$ cat config.mk
export PLATFORM = sky130hd
export DESIGN_NAME = codec_clkgen
export DESIGN_NICKNAME = d
export VERILOG_FILES = /design/src/rtl/codec_model_pkg.sv /design/src/rtl/codec_clkgen.sv
export SDC_FILE = /design/constraint.sdc
export NUM_CORES = 1
export LEC_CHECK = 0
export CAP_MARGIN = 15
export CORE_AREA = 2 2 39 41
export DETAILED_ROUTE_END_ITERATION = 8
export DIE_AREA = 0 0 41 43
export SYNTH_ARGS = -nofsm -noshare
export SYNTH_HDL_FRONTEND = slang
export SYNTH_SLANG_ARGS = --single-unit
$ cat constraint.sdc
create_clock -name aud_xck -period 1.5 [get_ports aud_xck]
set_input_delay 0.225 -clock aud_xck [delete_from_list [all_inputs] [get_ports aud_xck]]
set_output_delay 0.225 -clock aud_xck [all_outputs]
set_load 0.01 [all_outputs]
$ cat src/rtl/codec_model_pkg.sv
// Shared constants and parameter-derivation helpers for the audio codec model.
// Pure compile-time content; no logic, no latency, no flow control.
package codec_model_pkg;

  localparam int MODE_LJ  = 0;
  localparam int MODE_I2S = 1;

  // Counter width for a modulo-n counter; never narrower than one bit.
  function automatic int cnt_w(input int n);
    return (n <= 2) ? 1 : $clog2(n);
  endfunction

  // XCK cycles in one full stereo frame.
  function automatic int frame_len(input int bclk_div, input int bits_per_ch);
    return 2 * bclk_div * bits_per_ch;
  endfunction

endpackage

$ cat src/rtl/codec_clkgen.sv
// Frame timing: div/slot/half counters, registered BCLK, LRCK and frame strobes.
// Strobes are decodes of the current counter state (0-cycle); BCLK is 1 cycle registered.
// No backpressure: free-running from reset release.
module codec_clkgen
  import codec_model_pkg::*;
#(
  parameter int  BCLK_DIV    = 8,
  parameter int  BITS_PER_CH = 32,
  parameter int  MODE        = MODE_LJ,
  localparam int SW          = cnt_w(BITS_PER_CH)
) (
  input  logic          aud_xck,
  input  logic          reset_n,
  output logic [SW-1:0] slot,
  output logic          half,
  output logic          bclk,
  output logic          lrck,
  output logic          rise_stb,
  output logic          fall_stb,
  output logic          pre_end,
  output logic          frame_end
);

  localparam int DW = cnt_w(BCLK_DIV);
  localparam logic [DW-1:0] DIV_LAST  = DW'(BCLK_DIV - 1);
  localparam logic [DW-1:0] DIV_PRE   = DW'(BCLK_DIV - 2);
  localparam logic [DW-1:0] DIV_MID   = DW'(BCLK_DIV / 2);
  localparam logic [SW-1:0] SLOT_LAST = SW'(BITS_PER_CH - 1);

  logic [DW-1:0] div;
  logic [DW-1:0] div_nxt;
  logic          div_wrap;
  logic          slot_last;

  assign div_wrap  = (div == DIV_LAST);
  assign slot_last = (slot == SLOT_LAST);
  assign div_nxt   = div_wrap ? '0 : div + 1'b1;

  always_ff @(posedge aud_xck or negedge reset_n) begin
    if (!reset_n) begin
      div  <= '0;
      slot <= '0;
      half <= 1'b0;
      bclk <= 1'b0;
    end else begin
      div <= div_nxt;
      // BCLK is registered from the next divider value so it never glitches.
      bclk <= (div_nxt >= DIV_MID);
      if (div_wrap) begin
        slot <= slot_last ? '0 : slot + 1'b1;
        if (slot_last) begin
          half <= ~half;
        end
      end
    end
  end

  // Left channel is LRCK high in left-justified mode and LRCK low in I2S.
  assign lrck      = (MODE == MODE_I2S) ? half : ~half;
  assign rise_stb  = (div == DIV_MID);
  assign fall_stb  = (div == '0);
  assign pre_end   = half && slot_last && (div == DIV_PRE);
  assign frame_end = half && slot_last && div_wrap;

endmodule

==> summary.md <==
| Metric | Value |
|---|---|
| Pin count of the biggest net entering global routing | 10 |
| Switching portion of total power | a little over a fifth |
| Worst min-delay path class | primary input to async pin |
| CTS tree | yes |
| Share of cells above drive strength 1 | roughly 43% |
| Internal Power | approximately 350 uW |
| Pre-CTS WS | -0.3207 ns |
| Critical path depth in cells | 5 |
| MaxCap Viol Count | 0 |
| Mapped cell area | approximately 460 um2 |
| Synth warn | 0 |
| Antenna violations before repair | 0 |
| Worst setup EP type | output port |
| Synth Instances | 39 |
| Fmax achieved | between 600 and 700 MHz |
| Final max-slew violation count | 0 |
| Final core utilization | around 55% |
| Final net count | 76 |
| CP arrival | 1.42 ns |
| CP bufs+invs | 1 |
| DRT Pass-1 Iters | 4 |
| Die H | 43 um |
| IO Count | 14 |
| Clock buffer depth | 2 |
| Crit path to | frame_end |
| Drc violations | 0 |
| First-pass GRT wire length | 1490 um |
| Seq pwr share | a little over half |
| Failing checks | setup timing |
| FF-to-FF path depth | 5 |
| Via count | 378 |
| Skew-Pair Late Insertion Delay | approximately 0.26 ns |
| Vias in the first global route | between 300 and 400 |
| Die area | about 0.0018 mm2 |
| Layout area overhead | 64.40% |
| Seq/Total Area, Yosys | 48.91% |
| DR iter-0 viols | 9 |
| Via-to-Cell Ratio | 4.554 |
| RSZ-0062 raised after global routing | true |
| CP max-delay cell | dfrtp_1 |
| WP data required | roughly 1.3 ns |
| Wire per inst | between 10 and 15 um |
| Final Skew | between 0.002 and 0.0025 ns |
| GPL Wtd Cong | roughly 0.68 |
| Kind of critical path | flip-flop to output port |
| Clock H-tree levels | 1 |
| HPWL after detailed placement | between 600 and 700 um |
| Synth Area per Inst | between 10 and 15 um2 |
| Yosys cell types | 17 |
| IO buf count | 13 |
| CP max stage delay | a little under 0.4 ns |
| Delay-heaviest family, CP | flip-flops |
| Site row count | 14 |
| Pleak | approximately 0.00042 uW |
| Antenna-violating nets left | 0 |
| FF-to-FF End | slot[3]$_DFFE_PN0N_ |
| Cells along the critical path | ha_2 -> and3_4 -> ha_4 -> and3_4 -> buf_6 |
| Reg clk slew, reported paths | about 0.070 ns |
| Period minus WS final | 1.648 ns |
| Comb power frac | under 10% |
| CP dominant cell by count | and3_4 |
| Max-slew headroom | 71.89% |
| CP Launch Point | slot[0]$_DFFE_PN0N_ |
| TNS Setup | -0.2922 ns |
| Pwr dens | about 590 mW/mm2 |
| RR Startpoint | div[0]$_DFF_PN0_ |
| Gr ovfl total | 0 |
| Core ar. | 0.001384 mm2 |
| Gr usage total | 12.89% |
| Final setup violation count | 2 |
| Worst slew pin tran | approximately 0.42 ns |
| Final Hold Viols | 0 |
| Syn nets | 47 |
| Post-CTS Hold Buffers | 0 |
| Element type at the critical path start | flip-flop |
| Status | complete, but fails checks |
| Antenna Cells | 0 |
| Clock power share | a little over two fifths |
| Cts bufs inserted | 3 |
| Psw | 96.17 uW |
| Reg2Reg Setup Slack | approximately 0.09 ns |
| Peak supply drop | approximately 320 uV |
| #FFs+latches synth | 9 |
| Final WL | a little under 900 um |
| Starting density of the core | approximately 33% |
| Sink Count | 9 |
| Final worst slack | -0.1480 ns |
| Largest fanout on the critical path | 3 |
| Layout fillers | 115 |
| Die width | between 40 and 50 um |
| Final period util | 109.9% |
| Root Driver | clkbuf_4 |
| Hold_ws | about 0.26 ns |
layer usage:
| metal | vias up | track usage, % | share of wire [%] |
|---|---|---|---|
| met3 | 2 | 3.141 | 3.8 |
| met1 | 179 | 17.67 | 48 |
| met2 | 9 | 16.56 | 48 |
| met4 | 0 | 10.00 | 0.91 |
| li1 | 188 | - | - |
| met5 | - | 0 | 0 |
per-stage QoR:
step	instance area [um2]	instances	power, uW
after floorplan	460.4	39	247.3
after global placement	681.9	78	254.7
after detailed placement	681.9	78	254.6
after CTS	723.2	83	450.3
after global routing	757.0	83	462.9
final	757.0	83	443.8
registers in the layout, indices dropped and copies added, names as in the netlist:
| name | cells |
|---|---|
| bclk | 1 |
| div | 2 |
| slot | 5 |
| half | 1 |
Yosys cell counts:
library cell,instances,area (um2)
o21ai_0,3,15.01
and4_1,1,8.760
nor2_1,2,7.510
a22o_1,1,8.760
buf_6,1,11.26
nor3b_1,1,7.510
nor2b_1,1,6.260
nand3b_1,1,7.510
and3_2,1,7.510
mux2_2,3,33.78
inv_1,3,11.26
dfrtp_1,9,225.2
ha_1,6,75.07
and2_1,1,6.260
nand2_1,2,7.510
and3_1,2,12.51
xnor2_1,1,8.760
layout make-up:
| class | instances | area [um2] | share of cell area (%) |
|---|---|---|---|
| timing repair buffer | 25 | 220.2 | 29.09 |
| clock buffer | 4 | 26.28 | 3.471 |
| inverter | 3 | 11.26 | 1.488 |
| tap | 16 | 20.02 | 2.645 |
| multi-input combinational | 26 | 254.0 | 33.55 |
| sequential | 9 | 225.2 | 29.75 |
cells in the final DEF, fill, tap and decap left out, types with 2 or more instances in the layout:
master | netlist | final
o21ai_1 | 0 | 2
and3_4 | 0 | 2
mux2_2 | 3 | 3
ha_1 | 6 | 3
buf_6 | 1 | 2
dlymetal6s2s_1 | 0 | 5
buf_4 | 0 | 11
ha_4 | 0 | 2
dfrtp_1 | 9 | 9
dlygate4sd2_1 | 0 | 2
inv_1 | 3 | 2
nand2_1 | 2 | 2
clkdlybuf4s50_1 | 0 | 2
buf_2 | 0 | 3
clkbuf_4 | 0 | 3
nor2_1 | 2 | 2
kinds of logic (layout without fill, tap and decap cells):
group | after synthesis | after routing | synth area share, %
AND/OR/NAND/NOR | 12 | 12 | 15.49
flip-flops | 9 | 9 | 48.91
adder cells (fa/ha/maj) | 6 | 6 | 16.30
AO/OA/AOI/OAI | 4 | 4 | 5.162
buffers and inverters | 4 | 32 | 4.891
multiplexers | 3 | 3 | 7.336
XOR/XNOR | 1 | 1 | 1.903
power by group through the flow:
stage          combinational, uW  clock [uW]  sequential [uW]
5_1_grt                     7.91         213              242
3_3_place_gp                7.45           0              247
4_1_cts                     7.40         200              243
3_5_place_dp                7.39           0              247
6_report                    6.98         194              243
2_1_floorplan           0.000134           0              247
timing repair:
item,CTS,global route
cloned,0,0
pin swaps,4,4
resized for setup,24,12
setup endpoints to repair,7,10
setup buffers,1,1
worst min path at each step:
stage	from	to	slack, ns	cells after the start
2_1_floorplan	reset_n	bclk$_DFF_PN0_	-0.07	0
3_3_place_gp	bclk$_DFF_PN0_	bclk$_DFF_PN0_	0.49	1
3_5_place_dp	bclk$_DFF_PN0_	bclk$_DFF_PN0_	0.49	1
4_1_cts	reset_n	slot[4]$_DFFE_PN0N_	0.27	1
5_1_grt	reset_n	div[0]$_DFF_PN0_	0.28	1
6_report	reset_n	slot[1]$_DFFE_PN0N_	0.26	1
No activity file was read; power rests on OpenSTA's default activity.
